===== src/rtl/bin2bcd_pkg.sv =====
// Shared types and constants for the sequential double-dabble converter.
package bin2bcd_pkg;

    typedef enum logic [1:0] {
        ST_IDLE  = 2'd0,
        ST_SHIFT = 2'd1,
        ST_DONE  = 2'd2
    } state_t;

    localparam logic [3:0] BCD_ADJ_THRESH = 4'd5;
    localparam logic [3:0] BCD_ADJ_ADD    = 4'd3;

    // Iteration counter must be able to hold 0..WIDTH.
    function automatic int cnt_width(input int width);
        return $clog2(width + 1);
    endfunction

    // True when DIGITS decimal digits can represent 2^WIDTH-1.
    function automatic bit digits_fit(input int width, input int digits);
        longint unsigned p10;
        longint unsigned lim;
        p10 = 1;
        for (int i = 0; i < digits; i++) p10 = p10 * 10;
        lim = 1;
        lim = (lim << width) - 1;
        return p10 > lim;
    endfunction

endpackage


===== src/rtl/bcd_digit_adj.sv =====
// One BCD digit pre-shift correction: add 3 when the digit is 5 or more.
module bcd_digit_adj
    import bin2bcd_pkg::*;
(
    input  logic [3:0] digit,
    output logic [3:0] adjusted
);

    // Max input is 9 in practice (12 worst case), so no carry-out is needed.
    assign adjusted = (digit >= BCD_ADJ_THRESH) ? digit + BCD_ADJ_ADD : digit;

endmodule


===== src/rtl/bin2bcd_seq.sv =====
// Iterative binary-to-BCD converter with start/done handshake; one bit per clock.
module bin2bcd_seq
    import bin2bcd_pkg::*;
#(
    parameter int WIDTH  = 7,
    parameter int DIGITS = 3
) (
    input  logic                  clk,
    input  logic                  rst,
    input  logic                  start,
    input  logic [WIDTH-1:0]      bin,
    output logic                  busy,
    output logic                  done,
    output logic [4*DIGITS-1:0]   bcd
);

    localparam int CNT_W = cnt_width(WIDTH);

    if (!digits_fit(WIDTH, DIGITS)) begin : g_bad_digits
        $fatal(1, "bin2bcd_seq: DIGITS too small for WIDTH");
    end

    state_t              state;
    logic [WIDTH-1:0]    bin_reg;
    logic [4*DIGITS-1:0] scratch;
    logic [4*DIGITS-1:0] adj;
    logic [4*DIGITS-1:0] scratch_nxt;
    logic [CNT_W-1:0]    cnt;
    logic                last_iter;

    for (genvar g = 0; g < DIGITS; g++) begin : g_adj
        bcd_digit_adj u_adj (
            .digit    (scratch[4*g +: 4]),
            .adjusted (adj[4*g +: 4])
        );
    end

    // Adjust first, then shift the binary MSB into the scratch LSB.
    assign scratch_nxt = {adj[4*DIGITS-2:0], bin_reg[WIDTH-1]};
    assign last_iter   = (cnt == CNT_W'(WIDTH - 1));

    assign busy = (state != ST_IDLE);
    assign done = (state == ST_DONE);

    always_ff @(posedge clk or negedge rst) begin
        if (!rst) begin
            state   <= ST_IDLE;
            bin_reg <= '0;
            scratch <= '0;
            cnt     <= '0;
            bcd     <= '0;
        end else begin
            unique case (state)
                ST_IDLE: begin
                    if (start) begin
                        bin_reg <= bin;
                        scratch <= '0;
                        cnt     <= '0;
                        state   <= ST_SHIFT;
                    end
                end
                ST_SHIFT: begin
                    scratch <= scratch_nxt;
                    bin_reg <= bin_reg << 1;
                    if (last_iter) begin
                        // Final iteration's result goes straight to the output.
                        bcd   <= scratch_nxt;
                        cnt   <= '0;
                        state <= ST_DONE;
                    end else begin
                        cnt <= cnt + 1'b1;
                    end
                end
                ST_DONE: state <= ST_IDLE;
                default: state <= ST_IDLE;
            endcase
        end
    end

endmodule

===== config.mk =====
export PLATFORM = sky130hd
export DESIGN_NAME = bin2bcd_seq
export DESIGN_NICKNAME = d
export VERILOG_FILES = /design/src/rtl/bin2bcd_pkg.sv /design/src/rtl/bcd_digit_adj.sv /design/src/rtl/bin2bcd_seq.sv
export SDC_FILE = /design/constraint.sdc
export NUM_CORES = 1
export LEC_CHECK = 0
export ABC_AREA = 0
export CORE_MARGIN = 3
export CORE_UTILIZATION = 56
export CTS_BUF_LIST = sky130_fd_sc_hd__clkbuf_4
export DETAILED_ROUTE_END_ITERATION = 8
export GPL_TIMING_DRIVEN = 0
export PLACE_DENSITY = 0.81
export SLEW_MARGIN = 20
export SYNTH_ARGS = -nofsm -noshare
export SYNTH_HDL_FRONTEND = slang
export SYNTH_SLANG_ARGS = --single-unit

===== constraint.sdc =====
create_clock -name clk -period 1.65 [get_ports clk]
set_input_delay 0.4125 -clock clk [delete_from_list [all_inputs] [get_ports clk]]
set_output_delay 0.4125 -clock clk [all_outputs]
set_load 0.01 [all_outputs]

## After elaboration in Yosys (flattened, before gate mapping)

Index checks and enable logic that the tools add are counted.

| storage, ports and cells | value |
|---|---|
| input bits | 10 |
| bits in registers | 36 |
| logic and storage cells | 36 |
| output and inout port bits | 14 |

| operators by class | value |
|---|---|
| multiplexer cells | 13 |
| reduce and logical (&&, ||, !) cells | 6 |
| $add $sub $neg | 4 |
| equality and inequality tests | 5 |
| magnitude comparators | 3 |

Operators by type and width:

| operator | count |
|---|---|
| 12-bit one-hot mux with 2 select lines | 1 |
| 7-bit one-hot mux with 2 select lines | 1 |
| 4-bit by 3-bit greater-or-equal comparator with 1-bit output, second input constant | 3 |
| 12-bit 2-to-1 mux | 1 |
| 3-bit 2-to-1 mux | 3 |
| 4-bit by 2-bit adder with 4-bit output, second input constant | 2 |
| 4-bit 2-to-1 mux | 2 |
| 7-bit 2-to-1 mux | 1 |
| 3-bit one-hot mux with 2 select lines | 1 |
| 2-bit AND reduction | 3 |
| 2-bit 2-to-1 mux | 2 |
| 2-bit != test, second input constant | 2 |
| 2-bit one-hot mux with 2 select lines | 1 |
| 2-bit nonzero test | 2 |
| 3-bit by 1-bit adder with 3-bit output, second input constant | 1 |
| 3-bit by 2-bit adder with 3-bit output, second input constant | 1 |
| 3-bit == test, second input constant | 1 |
| 2-bit by 1-bit == test with 1-bit output, second input constant | 1 |
| 2-bit == test, second input constant | 1 |
| 2-bit zero test | 1 |

## Longest topological paths before layout

| depth | value |
|---|---|
| depth in word-level cells | 3 |
| depth in mapped cells | 6 |
| depth with buffers taken out | 6 |

## Modules after synthesis

Synthesis repeated with hierarchy kept, for this count alone.

| second synthesis, totals | value |
|---|---|
| cells, all modules | 162 |
| area total of the unflattened synthesis | 1761.7 sq um |

By module, submodules not included:

| module | area an instance (sq um) | cells an instance | seq. area each (sq um) | times used |
|---|---|---|---|---|
| bin2bcd_seq | 1457.6 | 114 | 900.9 | 1 |
| bcd_digit_adj | 101.3 | 16 | 0.0 | 3 |

## Worst setup path before layout

Ideal clock, no wire load.

| path | value |
|---|---|
| kind | reg-to-reg |
| start point | reg scratch[8] |
| end point | reg scratch[10] |
| data arrival time | 1410 ps |
| path buffers | 0 |
| library setup time | 83 ps |
| stages on the path, launching flop included | 6 |
| setup slack | 157 ps |
| clock period less this slack | 1493 ps |
| data required time | 1567 ps |
| path through | dfrtp_1 > ha_1 > nand2b_1 > a21oi_1 > mux2_2 > o21ai_0 |

| on the way | value |
|---|---|
| cells in the longest elaborated chain, start to end | 3 |
| elaborated cells on any way between the ends | 4 |
| those cells by class | add/sub (1); order compare (1); mux (2) |

RTL lines:

| what | RTL line | source |
|---|---|---|
| start, declared | bin2bcd_seq.sv:25 | `logic [4*DIGITS-1:0] scratch;` |
| start signal, assigned | bin2bcd_seq.sv:63 | `scratch <= scratch_nxt;` |
| 4-bit by 3-bit greater-or-equal comparator with 1-bit output or 3-bit by 2-bit adder with 3-bit output (tied branches) | bcd_digit_adj.sv:10 | `assign adjusted = (digit >= BCD_ADJ_THRESH) ? digit + BCD_ADJ_ADD : digit;` |
| 3-bit 2-to-1 mux (*) | bcd_digit_adj.sv:10 |  |
| 12-bit one-hot mux with 2 select lines (*) | bin2bcd_seq.sv:53 | `unique case (state)` |

Every way passes the cells marked *; elsewhere a longest branch is shown, timed or not.
A chain may end at the register's enable or synchronous reset.

## Final worst setup path

| path | value |
|---|---|
| start point | reg state[0] |
| end point | out busy |

| on the way | value |
|---|---|
| cells in the longest elaborated chain, start to end | 1 |

RTL lines:

| what | RTL line | source |
|---|---|---|
| start, declared | bin2bcd_seq.sv:23 | `state_t state;` |
| start signal, assigned | bin2bcd_seq.sv:47 | `state <= ST_IDLE;` |
| start signal, assigned | bin2bcd_seq.sv:59 | `state <= ST_SHIFT;` |
| start signal, assigned | bin2bcd_seq.sv:69 | `state <= ST_DONE;` |
| 2-bit nonzero test | bin2bcd_seq.sv:42 | `assign busy = (state != ST_IDLE);` |
| end, declared | bin2bcd_seq.sv:12 | `output logic busy,` |

Every way passes these cells.

==> results.yml <==
synthesis:
  synth_area_um2: 1744
  yosys_warnings: 0
  synth_ff_type: "dfrtp_1"
  ys_ff_latch: 36
  synth-edff-count: 0
  yosysSeqAreaShare: 0.5165
  synth_area_leader_cell: "dfrtp_1"
  synth_area_leaders: "dfrtp_1, o21ai_0, mux2_2"
  syn_inst: 165
  ys_async_sr_fraction: 1.000
  avgSynthCellArea_um2: 10.57
  netlist.area_leader.share: 0.5165
  synthDistinctLibCells: 29
  syn_nets: 181
route:
  postRouteAntennaNets: 0
  wirelength_mm: 3.931
  drc_errors: 0
  drt_iter0_drc: 70
  wl_per_cell_um: 16.59
  firstDrtPassIters: 4
  via_count: 1389
  highest_layer: "met4"
  drt-met1-wl_mm: 1.651
  wl_met2_mm: 2.100
  via_per_inst: 5.861
  wl_met3_um: 148
worst_setup_path:
  path_class: "flop to output pin"
  path_max_fanout: 4
  end_kind: "output pin"
  required_ns: 1.24
  rr_worst_depth: 5
  rr_startpoint: "state[1]"
  start_kind: "flop"
  arrival_ns: 1.25
  reg2reg_slack_ns: 0.09
  r2r_end: "bcd[6]"
layout:
  final_common_cell: "dfrtp_1"
  finish.instance_area_um2: 2237
  mostFrequentLayoutCells: "dfrtp_1, o21ai_0, dlygate4sd2_1"
  finalNonFillerCells: 237
  syn_to_final_growth_pct: 28.26
  fin_nets: 222
  layout-drive-gt1-share: 0.2621
  n_antenna_cell: 0
placed_design:
  io_buffers: 23
  placed_cell_area_um2: 2036
  place_inst: 220
  hpwl_mm: 2.589
  gp_congestion: 0.8001
timing:
  slew_viol_final: 0
  grt_setup_unrepaired: "yes"
  setup_viol: 1
  worst_slew_pin_slew_ns: 0.4128
  fin_ws_ns: -0.01266
  layout_worst_path_cycle_share: 1.008
  hold_viol: 0
  max_freq_mhz: 601.4
  min_period_ns: 1.663
  max_slew_margin: 0.7248
  fin_worst_skew_ns: 0.008034
  setup_tns_ns: -0.01266
clock_tree:
  numCtsBuffers: 5
  htree_num_levels: 2
  cts_tree: "done"
  clk_pin_slew_ns: 0.10
  clock_path_buffers: 2
  clk_latency_ns: 0.34
  clock_sink_count: 36
  root_buffer: "clkbuf_4"
global_routing:
  grt_use_total: 0.2228
  grt_overflow: 0
  grt_max_degree: 21
  grt_pass1_wl_mm: 6.058
  antenna_found_initial: 0
  first_global_vias: 1346
power:
  powerDensity_nw_per_um2: 1871
  p_leak_nw: 0.9961
  vdd_drop_max_mv: 1.133
run:
  maxCapViolations: 0
die:
  coreArea_um2: 2853
  initial_core_util: 0.6114
  die_w_um: 61.81
  die_area_um2: 3820
  rows: 19
  die_h_um: 61.81
  io_pins: 24
hold_path:
  hold_depth: 1
  hold_class: "flop to flop"
  hold_end: "scratch[9]"
  min-delay-start: "scratch[9]"
status:
  violations: "setup timing"
  status: "complete, but fails checks"
cell type report:
cell class                      instances  area [µm²]
Sequential cell                        36       903.4
Multi-Input combinational cell        116       829.5
Fill cell                             199       615.6
Timing Repair Buffer                   34       334.1
Buffer                                  6       55.05
Clock buffer                            6       45.04
Tap cell                               31       38.79
Inverter                                7       26.28
Clock inverter                          1       5.005
where the power goes:
group | switching [mW] | total, mW | internal, mW | leakage, nW
Sequential | 0.344 | 1.62 | 1.28 | 0.448
Clock | 0.281 | 0.455 | 0.173 | 0.0315
Combinational | 1.06 | 2.11 | 1.05 | 0.516
Total | 1.68 | 4.19 | 2.50 | 0.996
Yosys cell counts (all sizes together) (2+ instances only):
cell type,number
dfrtp,36
o21ai,21
a21oi,15
nand2,10
nor2b,10
inv,7
mux2,7
nor2,7
a22o,6
a22oi,6
ha,6
nor3,5
nand2b,4
a31oi,3
buf,3
clkbuf,3
or3b,3
xnor2,3
mux2i,2
nand3,2
nor3b,2
cell families (layout without fill, tap and decap cells):
family / Yosys count / in the layout / synth area share
DFF: 36 / 36 / 0.5165
muxes: 9 / 9 / 0.05667
buffers and inverters: 13 / 54 / 0.03372
xor gates and xnor gates: 3 / 3 / 0.01507
and+or+nand+nor: 44 / 44 / 0.1449
adders and majority gates: 6 / 6 / 0.04304
AOI/OAI and AO/OA: 54 / 54 / 0.1901
per-layer routing:
layer  up-vias  global-route usage
met5         -                   0
met4         0             0.06970
met3         5             0.07645
met2        27              0.3886
met1       686              0.2569
li1        671                   -
how the worst max path moves through the flow:
stage / cells after the start / start / to
2_1_floorplan: 5 / scratch[8] / scratch[10]
3_3_place_gp: 1 / rst / bin_reg[3]
3_5_place_dp: 5 / start / cnt[1]
4_1_cts: 3 / state[0] / busy
5_1_grt: 3 / state[1] / busy
6_report: 3 / state[0] / busy
critical path: stages, from the launching register on:
cell,delay [ns]
dfrtp_1,0.43
buf_8,0.15
or2_4,0.22
buf_6,0.12
what timing repair did:
item                                   in CTS  in global routing
hold buffers                                1                  0
resized for setup                          30                 18
setup endpoints to repair                  24                 26
pin swaps                                   2                  2
setup buffers                               4                  5
endpoints found under the hold margin      16                  0
metrics by stage:
stage          utilization  setup WS [ns]  hold WS, ns  power [mW]
2_1_floorplan            -         0.1575       0.1169       2.853
6_report            0.7842       -0.01266       0.5149       4.186
3_3_place_gp        0.7057        -0.5672       0.4885       3.435
3_5_place_dp        0.7136        -0.5448       0.3653       3.568
5_1_grt             0.7842       -0.06300       0.5320       4.523
4_1_cts             0.7491       -0.01729       0.5173       3.992
No activity file was read; power rests on OpenSTA's default activity.
